<file path="src/rtl/fetch_defs.sv">
// Shared fetch definitions: next-PC select encoding, default vectors and the
// redirect priority function.
package fetch_defs;

  typedef enum logic [1:0] {
    SEL_SEQ    = 2'd0,
    SEL_BRANCH = 2'd1,
    SEL_JUMP   = 2'd2,
    SEL_EXC    = 2'd3
  } pc_sel_e;

  localparam logic [31:0] RESET_VECTOR = 32'h0000_0000;
  localparam logic [31:0] EXC_VECTOR   = 32'h0000_0080;

  // Exception beats jump beats branch; jump+branch therefore resolves to jump.
  function automatic pc_sel_e pick_sel(input logic exc, input logic jmp, input logic br);
    if (exc)      return SEL_EXC;
    else if (jmp) return SEL_JUMP;
    else if (br)  return SEL_BRANCH;
    else          return SEL_SEQ;
  endfunction

endpackage

</file>
<file path="src/rtl/fetch_queue.sv">
// Synchronous FIFO decoupling fetch from decode. The head is read
// combinationally; push and pop may both happen on a full queue.
module fetch_queue #(
  parameter int unsigned WIDTH = 8,
  parameter int unsigned DEPTH = 4,
  localparam int unsigned AW   = $clog2(DEPTH),
  localparam int unsigned CW   = $clog2(DEPTH) + 1
) (
  input  logic             clk,
  input  logic             rst,
  input  logic             push,
  input  logic             pop,
  input  logic             flush,
  input  logic [WIDTH-1:0] din,
  output logic [WIDTH-1:0] dout,
  output logic [CW-1:0]    count
);

  logic [WIDTH-1:0] mem [DEPTH];
  logic [AW-1:0]    wr_ptr;
  logic [AW-1:0]    rd_ptr;

  // Storage carries no reset; only the pointers and count define validity.
  always_ff @(posedge clk) begin
    if (push) mem[wr_ptr] <= din;
  end

  always_ff @(posedge clk) begin
    if (rst || flush) begin
      wr_ptr <= '0;
      rd_ptr <= '0;
      count  <= '0;
    end else begin
      if (push) wr_ptr <= wr_ptr + AW'(1);
      if (pop)  rd_ptr <= rd_ptr + AW'(1);
      case ({push, pop})
        2'b10:   count <= count + CW'(1);
        2'b01:   count <= count - CW'(1);
        default: count <= count;
      endcase
    end
  end

  assign dout = mem[rd_ptr];

endmodule

</file>
<file path="src/rtl/fetch_unit.sv">
// Instruction-fetch stage: owns the fetch PC, picks the next PC and buffers
// fetched instructions in a queue drained by decode via valid/ready.
module fetch_unit #(
  parameter int unsigned ADDR_WIDTH   = 32,
  parameter int unsigned DATA_WIDTH   = 32,
  parameter int unsigned DEPTH        = 4,
  parameter int unsigned PC_STEP      = 4,
  parameter logic [31:0] RESET_VECTOR = fetch_defs::RESET_VECTOR,
  parameter logic [31:0] EXC_VECTOR   = fetch_defs::EXC_VECTOR,
  localparam int unsigned CW          = $clog2(DEPTH) + 1
) (
  input  logic                  Clock,
  input  logic                  Reset,
  input  logic                  Exception,
  input  logic                  Jump,
  input  logic                  Branch,
  input  logic [ADDR_WIDTH-1:0] JumpDest,
  input  logic [ADDR_WIDTH-1:0] BranchDest,
  output logic [ADDR_WIDTH-1:0] ImAddr,
  input  logic [DATA_WIDTH-1:0] ImData,
  output logic                  OutValid,
  input  logic                  OutReady,
  output logic [DATA_WIDTH-1:0] Instruction,
  output logic [ADDR_WIDTH-1:0] PC,
  output logic [ADDR_WIDTH-1:0] PCI,
  output logic [CW-1:0]         Count
);

  localparam int unsigned QW = DATA_WIDTH + 2 * ADDR_WIDTH;

  logic [ADDR_WIDTH-1:0] fpc;
  logic [ADDR_WIDTH-1:0] fpc_inc;
  logic [ADDR_WIDTH-1:0] fpc_next;
  logic                  redirect;
  logic                  push;
  logic                  pop;
  logic [QW-1:0]         q_din;
  logic [QW-1:0]         q_dout;
  fetch_defs::pc_sel_e   sel;

  assign redirect = Exception | Jump | Branch;
  assign OutValid = (Count != '0) & ~redirect;
  assign pop      = OutValid & OutReady;
  // A pop frees the slot this cycle, so a full queue keeps fetching.
  assign push     = ~redirect & ((Count < CW'(DEPTH)) | pop);
  assign fpc_inc  = fpc + ADDR_WIDTH'(PC_STEP);
  assign sel      = fetch_defs::pick_sel(Exception, Jump, Branch);

  // Next-PC mux
  always_comb begin
    fpc_next = fpc_inc;
    case (sel)
      fetch_defs::SEL_EXC:    fpc_next = ADDR_WIDTH'(EXC_VECTOR);
      fetch_defs::SEL_JUMP:   fpc_next = JumpDest;
      fetch_defs::SEL_BRANCH: fpc_next = BranchDest;
      default:                fpc_next = fpc_inc;
    endcase
  end

  // Fetch PC holds whenever the queue cannot accept and nothing redirects.
  always_ff @(posedge Clock) begin
    if (Reset)                 fpc <= ADDR_WIDTH'(RESET_VECTOR);
    else if (redirect || push) fpc <= fpc_next;
  end

  assign ImAddr = fpc;
  assign q_din  = {ImData, fpc, fpc_inc};

  fetch_queue #(
    .WIDTH (QW),
    .DEPTH (DEPTH)
  ) u_queue (
    .clk   (Clock),
    .rst   (Reset),
    .push  (push),
    .pop   (pop),
    .flush (redirect),
    .din   (q_din),
    .dout  (q_dout),
    .count (Count)
  );

  assign {Instruction, PC, PCI} = q_dout;

endmodule

</file>
<file path="config.mk">
export PLATFORM = sky130hd
export DESIGN_NAME = fetch_unit
export DESIGN_NICKNAME = d
export VERILOG_FILES = /design/src/rtl/fetch_defs.sv /design/src/rtl/fetch_queue.sv /design/src/rtl/fetch_unit.sv
export SDC_FILE = /design/constraint.sdc
export NUM_CORES = 1
export LEC_CHECK = 0
export ABC_AREA = 0
export BUFFER_PORTS_ARGS = -buffer_cell sky130_fd_sc_hd__buf_2
export CORE_MARGIN = 5
export CORE_UTILIZATION = 41
export CTS_CLUSTER_DIAMETER = 100
export DETAILED_ROUTE_END_ITERATION = 6
export PLACE_DENSITY_LB_ADDON = 0.1
export REMOVE_ABC_BUFFERS = 1
export SLEW_MARGIN = 20
export SYNTH_ARGS = -nofsm -noshare
export SYNTH_HDL_FRONTEND = slang
export SYNTH_HIERARCHICAL = 1
export SYNTH_SLANG_ARGS = --single-unit
</file>
<file path="constraint.sdc">
create_clock -name Clock -period 14.2 [get_ports Clock]
set_clock_uncertainty 0.2 [all_clocks]
set_input_delay 2.13 -clock Clock [delete_from_list [all_inputs] [get_ports Clock]]
set_output_delay 2.13 -clock Clock [all_outputs]
set_load 0.1 [all_outputs]
</file>
-- Yosys cells after proc, flatten, opt, wreduce, memory -nomap -nowiden
Memories as Yosys holds them, arrays and structs flattened. A register that Yosys moved wholly into a read port is not among the register bits.
Cells that the tools add are included.
- register bits after elaboration: 39
- RAM bits: 384
- memories kept: 1
- memories (name ; words ; bits a word ; rd ports ; clocked after memory_dff ; write ports ; line ; text):
    u_queue.mem ; 4 ; 96 ; 1 ; 1 ; 1 ; fetch_queue.sv:19 ; logic [WIDTH-1:0] mem [DEPTH];
- add/subtract/negate cells: 5
- order comparisons: 1
- eq/ne operators: 5
- muxes and demuxes: 9
- bitwise gates (word level): 7
- reduce and logical (&&, ||, !) cells: 4
- operators by type and width (cell ; number):
    one-hot mux 32 bit (3 select lines) ; 1
    adder 32 x 3 -> 32 bit, second input constant ; 1
    two-way mux 2 bit ; 4
    equality test 2 bit, second input constant ; 3
    one-hot mux 3 bit (2 select lines) ; 1
    adder 2 x 1 -> 2 bit, second input constant ; 2
    equality test 2 x 1 -> 1 bit, second input constant ; 2
    adder 3 x 1 -> 3 bit, second input constant ; 1
    bitwise AND 1 bit ; 3
    < comparator 3 bit, second input constant ; 1
    two-way mux 1 bit ; 3
    OR 1 bit ; 3
    nonzero test 3 bit ; 1
    subtractor 3 x 1 -> 3 bit, second input constant ; 1
    logical OR 1 bit ; 2
    nonzero test 2 bit ; 1
    inverter 1 bit ; 1

-- Logic depth before layout (Yosys ltp)
- depth after elaboration: 9
- gate-level depth with buffers: 10
- mapped depth without buffers: 9

-- By module
The synthesis kept the hierarchy.
- by module, submodules not included (module ; times used ; cells an instance ; area each (sq um) ; seq. area each (sq um)):
    fetch_queue ; 1 ; 544 ; 14277.4 ; 11711.2
    fetch_unit ; 1 ; 373 ; 2578.7 ; 640.6

-- Least setup slack after synthesis
OpenSTA, ideal clock, no wires.
- path type: input port to output port
- from: input port Exception
- to: output port OutValid
- arrival: 3.992 ns
- required time: 11.870 ns
- slack: 7.878 ns
- stages: 4
- path buffers: 1
- cell sequence: clkbuf_1 -> nor3_1 -> inv_1 -> nor2_1
- longest elaborated chain between the ends: 4
- RTL lines (what ; line ; text):
    start: declaration ; fetch_unit.sv:14 ; input logic Exception,
    OR 1 bit (2 in a row) ; fetch_unit.sv:41 ; assign redirect = Exception | Jump | Branch;
    via redirect ; fetch_unit.sv:34 ; logic redirect;
    inverter 1 bit ; fetch_unit.sv:42 ; assign OutValid = (Count != '0) & ~redirect;
    bitwise AND 1 bit ; fetch_unit.sv:42 ;
    end: declaration ; fetch_unit.sv:21 ; output logic OutValid,
The timed path passes the listed nets, and every way through them passes these cells.

-- Final worst setup path
- from: input port Jump
- to: output port OutValid
- longest elaborated chain between the ends: 4
- RTL lines (what ; line ; text):
    start: declaration ; fetch_unit.sv:15 ; input logic Jump,
    OR 1 bit (2 in a row) ; fetch_unit.sv:41 ;
    via redirect ; fetch_unit.sv:34 ;
    inverter 1 bit ; fetch_unit.sv:42 ;
    bitwise AND 1 bit ; fetch_unit.sv:42 ;
The timed path passes the listed nets, and every way through them passes these cells.

==> impl_metrics.csv <==
group,metric,value,unit
route,wire_per_inst,22.4,um
floorplanning,boundaryPins,234,
sta,period_minus_slack,5.98,ns
synthesis,synth-adder-area-share,0.00564,
sta,rsz0062_at_grt,"no",
synthesis,synth-edff-count,384,
placed_design,hpwl,24100,um
clocking,cts_hold_buffers,0,
floorplanning,core-area,40700,um2
finish,fillers,3499,
finish,multi_input_area,4170,um2
sta,drv_slew,0,
global_routing,antenna_found_initial,2,
power,seqPwrFrac,0.519,
synthesis,synth-simple-area-share,0.0573,
power,p_leak,0.00670,uW
synthesis,synth.area.top_cells,"edfxtp_1 68%, mux4_2 13%, dfxtp_1 4.9%",
critical_path,critical_path_required,11.87,ns
power,swShare,0.226,
synthesis,netlist_area,16900,um2
sta,setup_viol,0,
clocking,cts_resized,0,
sta,period_share,0.421,
power,internal_power,2070,uW
finish,nets,1264,
clocking,clock_sinks,425,
finish,register_area,12400,um2
route,via_count,8949,
critical_path,path_class,"input port to primary output",
synthesis,yosys.area_share.xor_xnor,0.0307,
sta,hold_viol,0,
route,drtAntennaViolNets,0,
floorplanning,dieArea,45300,um2
hold_path,min_path_type,"flop to flop",
clocking,clk_latency,0.54,ns
clocking,cts_made_buffers,45,
floorplanning,start_util,0.414,
floorplanning,fp.dieH,213,um
synthesis,synth_top_cell_by_area,"edfxtp_1",
global_routing,track_usage,0.170,
global_routing,grt_max_degree,67,
route,dr.pass1.iters,5,
floorplanning,die_w,213,um
finish,area_growth,18.0,%
clocking,cts_setup_buffers,0,
clocking,clkTransAtPathRegs,0.05,ns
sta,fin_setup_tns,0,ns
finish,final_cells,1722,
floorplanning,num_rows,74,
clocking,cts_root_buf,"clkbuf_16",
synthesis,post-synth-top-count-cell,"edfxtp_1",
status,status,"finished, final reports clean",
finish,drive_gt1_frac,0.350,
finish,antenna_cells,0,
finish,final_util,0.488,
power,p_sw,604,uW
power,power_frac_clock,0.414,
power,pwr_density_cell,134,nW/um2
sta,tightest_slew,1.02,ns
clocking,cts_tree,"done",
route,routed_wl,38600,um
power,vdd_drop_max,62.7,uV
placed_design,routabilityCongestion,0.748,
route,drt_iter0_markers,688,
placed_design,port_buffers,233,
run,drv_cap,0,
critical_path,cp.arrival,3.65,ns
synthesis,synthMuxAreaShare,0.131,
synthesis,yosys-top-cells-count,"384 x edfxtp_1, 96 x mux4_2, 59 x nor2_1",
global_routing,grt_pass1_wl,58000,um
synthesis,synth_compound_area_frac,0.0227,
synthesis,synth_top_family_by_area,"multiplexers",
power,power,2680,uW
route,drc,0,
critical_path,cp-start-kind,"input port",
global_routing,grt_overflow,0,
critical_path,worstSetupEndpointType,"primary output",
synthesis,syn_area_per_cell,18.4,um2
sta,max_freq,0.167,GHz
clocking,ctsHtreeMaxLevel,2,
sta,slew_headroom,0.318,
synthesis,ys_ff_latch,425,
synthesis,ys_seq_area_frac,0.733,
synthesis,synthesis.instances,917,
clocking,max-clock-path-buffers,3,
synthesis,async_reset_ff_frac,0,
synthesis,yosysWarnings,6,
synthesis,netlist.area_leader.share,0.684,
synthesis,synthFlopType,"edfxtp_1",
power,combinationalPowerShare,0.066,
critical_path,cp_max_fo,66,
synthesis,yosysUniqueCellTypes,45,
global_routing,grt_pass1_vias,9286,
placed_design,place_inst,1640,
route,via_per_inst,5.20,
cell families (layout without fill, tap and decap cells):
logic type | Yosys count | after routing
AO/OA/AOI/OAI | 67 | 67
XOR/XNOR | 59 | 59
adder cells (fa/ha/maj) | 7 | 7
buffers and inverters | 65 | 338
flip-flops | 425 | 425
multiplexers | 100 | 100
AND/OR/NAND/NOR | 194 | 194
power groups by stage:
stage	clock network [uW]	registers, uW	logic, uW
3_5_place_dp	0	1420	179
3_3_place_gp	0	1420	178
4_1_cts	1150	1390	179
6_report	1110	1390	177
5_1_grt	1200	1390	186
2_1_floorplan	0	1440	98.3
worst max-delay path: stages:
cell and delay (ns):
buf_2 0.09, buf_4 0.31, nor3_1 0.37, inv_1 0.14
nor2_1 0.16, buf_2 0.44
metrics by stage:
stage	hold slack [ns]	instance area [um2]	setup WS, ns
6_report	0.339	19900	8.22
5_1_grt	0.347	19900	8.00
4_1_cts	0.340	19900	8.21
3_5_place_dp	0.329	18500	8.22
3_3_place_gp	0.308	18500	8.26
2_1_floorplan	0.285	16600	6.85
metal layers:
metal	track usage	vias to the layer above	wire (um)
met5	0	-	7
met4	0.0402	2	744
met3	0.0363	59	2310
met2	0.271	262	18100
met1	0.242	4516	17400
li1	-	4110	-
area by class of cell:
type	instances	area share
Inverter	10	0.00189
Multi-Input combinational cell	427	0.210
Sequential cell	425	0.621
Clock inverter	21	0.00855
Tap cell	532	0.0335
Clock buffer	61	0.0617
Timing Repair Buffer	246	0.0635
flip-flops by register name (all words and copies together) (netlist names), named ones only:
signal,flops
u_queue/mem,384
ImAddr,32
u_queue/count,3
u_queue/rd_ptr,2
u_queue/wr_ptr,2
placed cells by master (no fill, tap or decap), drive strengths merged, types with 11 or more instances in the layout:
cell,netlist,layout
nor3,19,19
edfxtp,384,384
o22ai,22,22
nand4,13,13
buf,29,246
a21oi,33,33
mux4,96,96
clkinv,0,17
nor2,59,59
inv,10,11
nand2,54,54
dfxtp,41,41
nand3,19,19
xor2,22,22
xnor2,37,37
clkbuf,26,61
worst paths after layout:
path                                       start                        endpoint  slack (ns)  depth (start not counted)
hold / removal    u_queue/rd_ptr[1]$_SDFFE_PP0P_  u_queue/rd_ptr[1]$_SDFFE_PP0P_        0.34                          2
setup reg to reg   u_queue/count[2]$_SDFFE_PP0P_    u_queue/mem[3][69]$_DFFE_PP_       10.88                          5
setup / recovery                            Jump                        OutValid        8.22                          6
hold reg to reg   u_queue/rd_ptr[1]$_SDFFE_PP0P_  u_queue/rd_ptr[1]$_SDFFE_PP0P_        0.34                          2
Power figures use the tool's default switching activity.
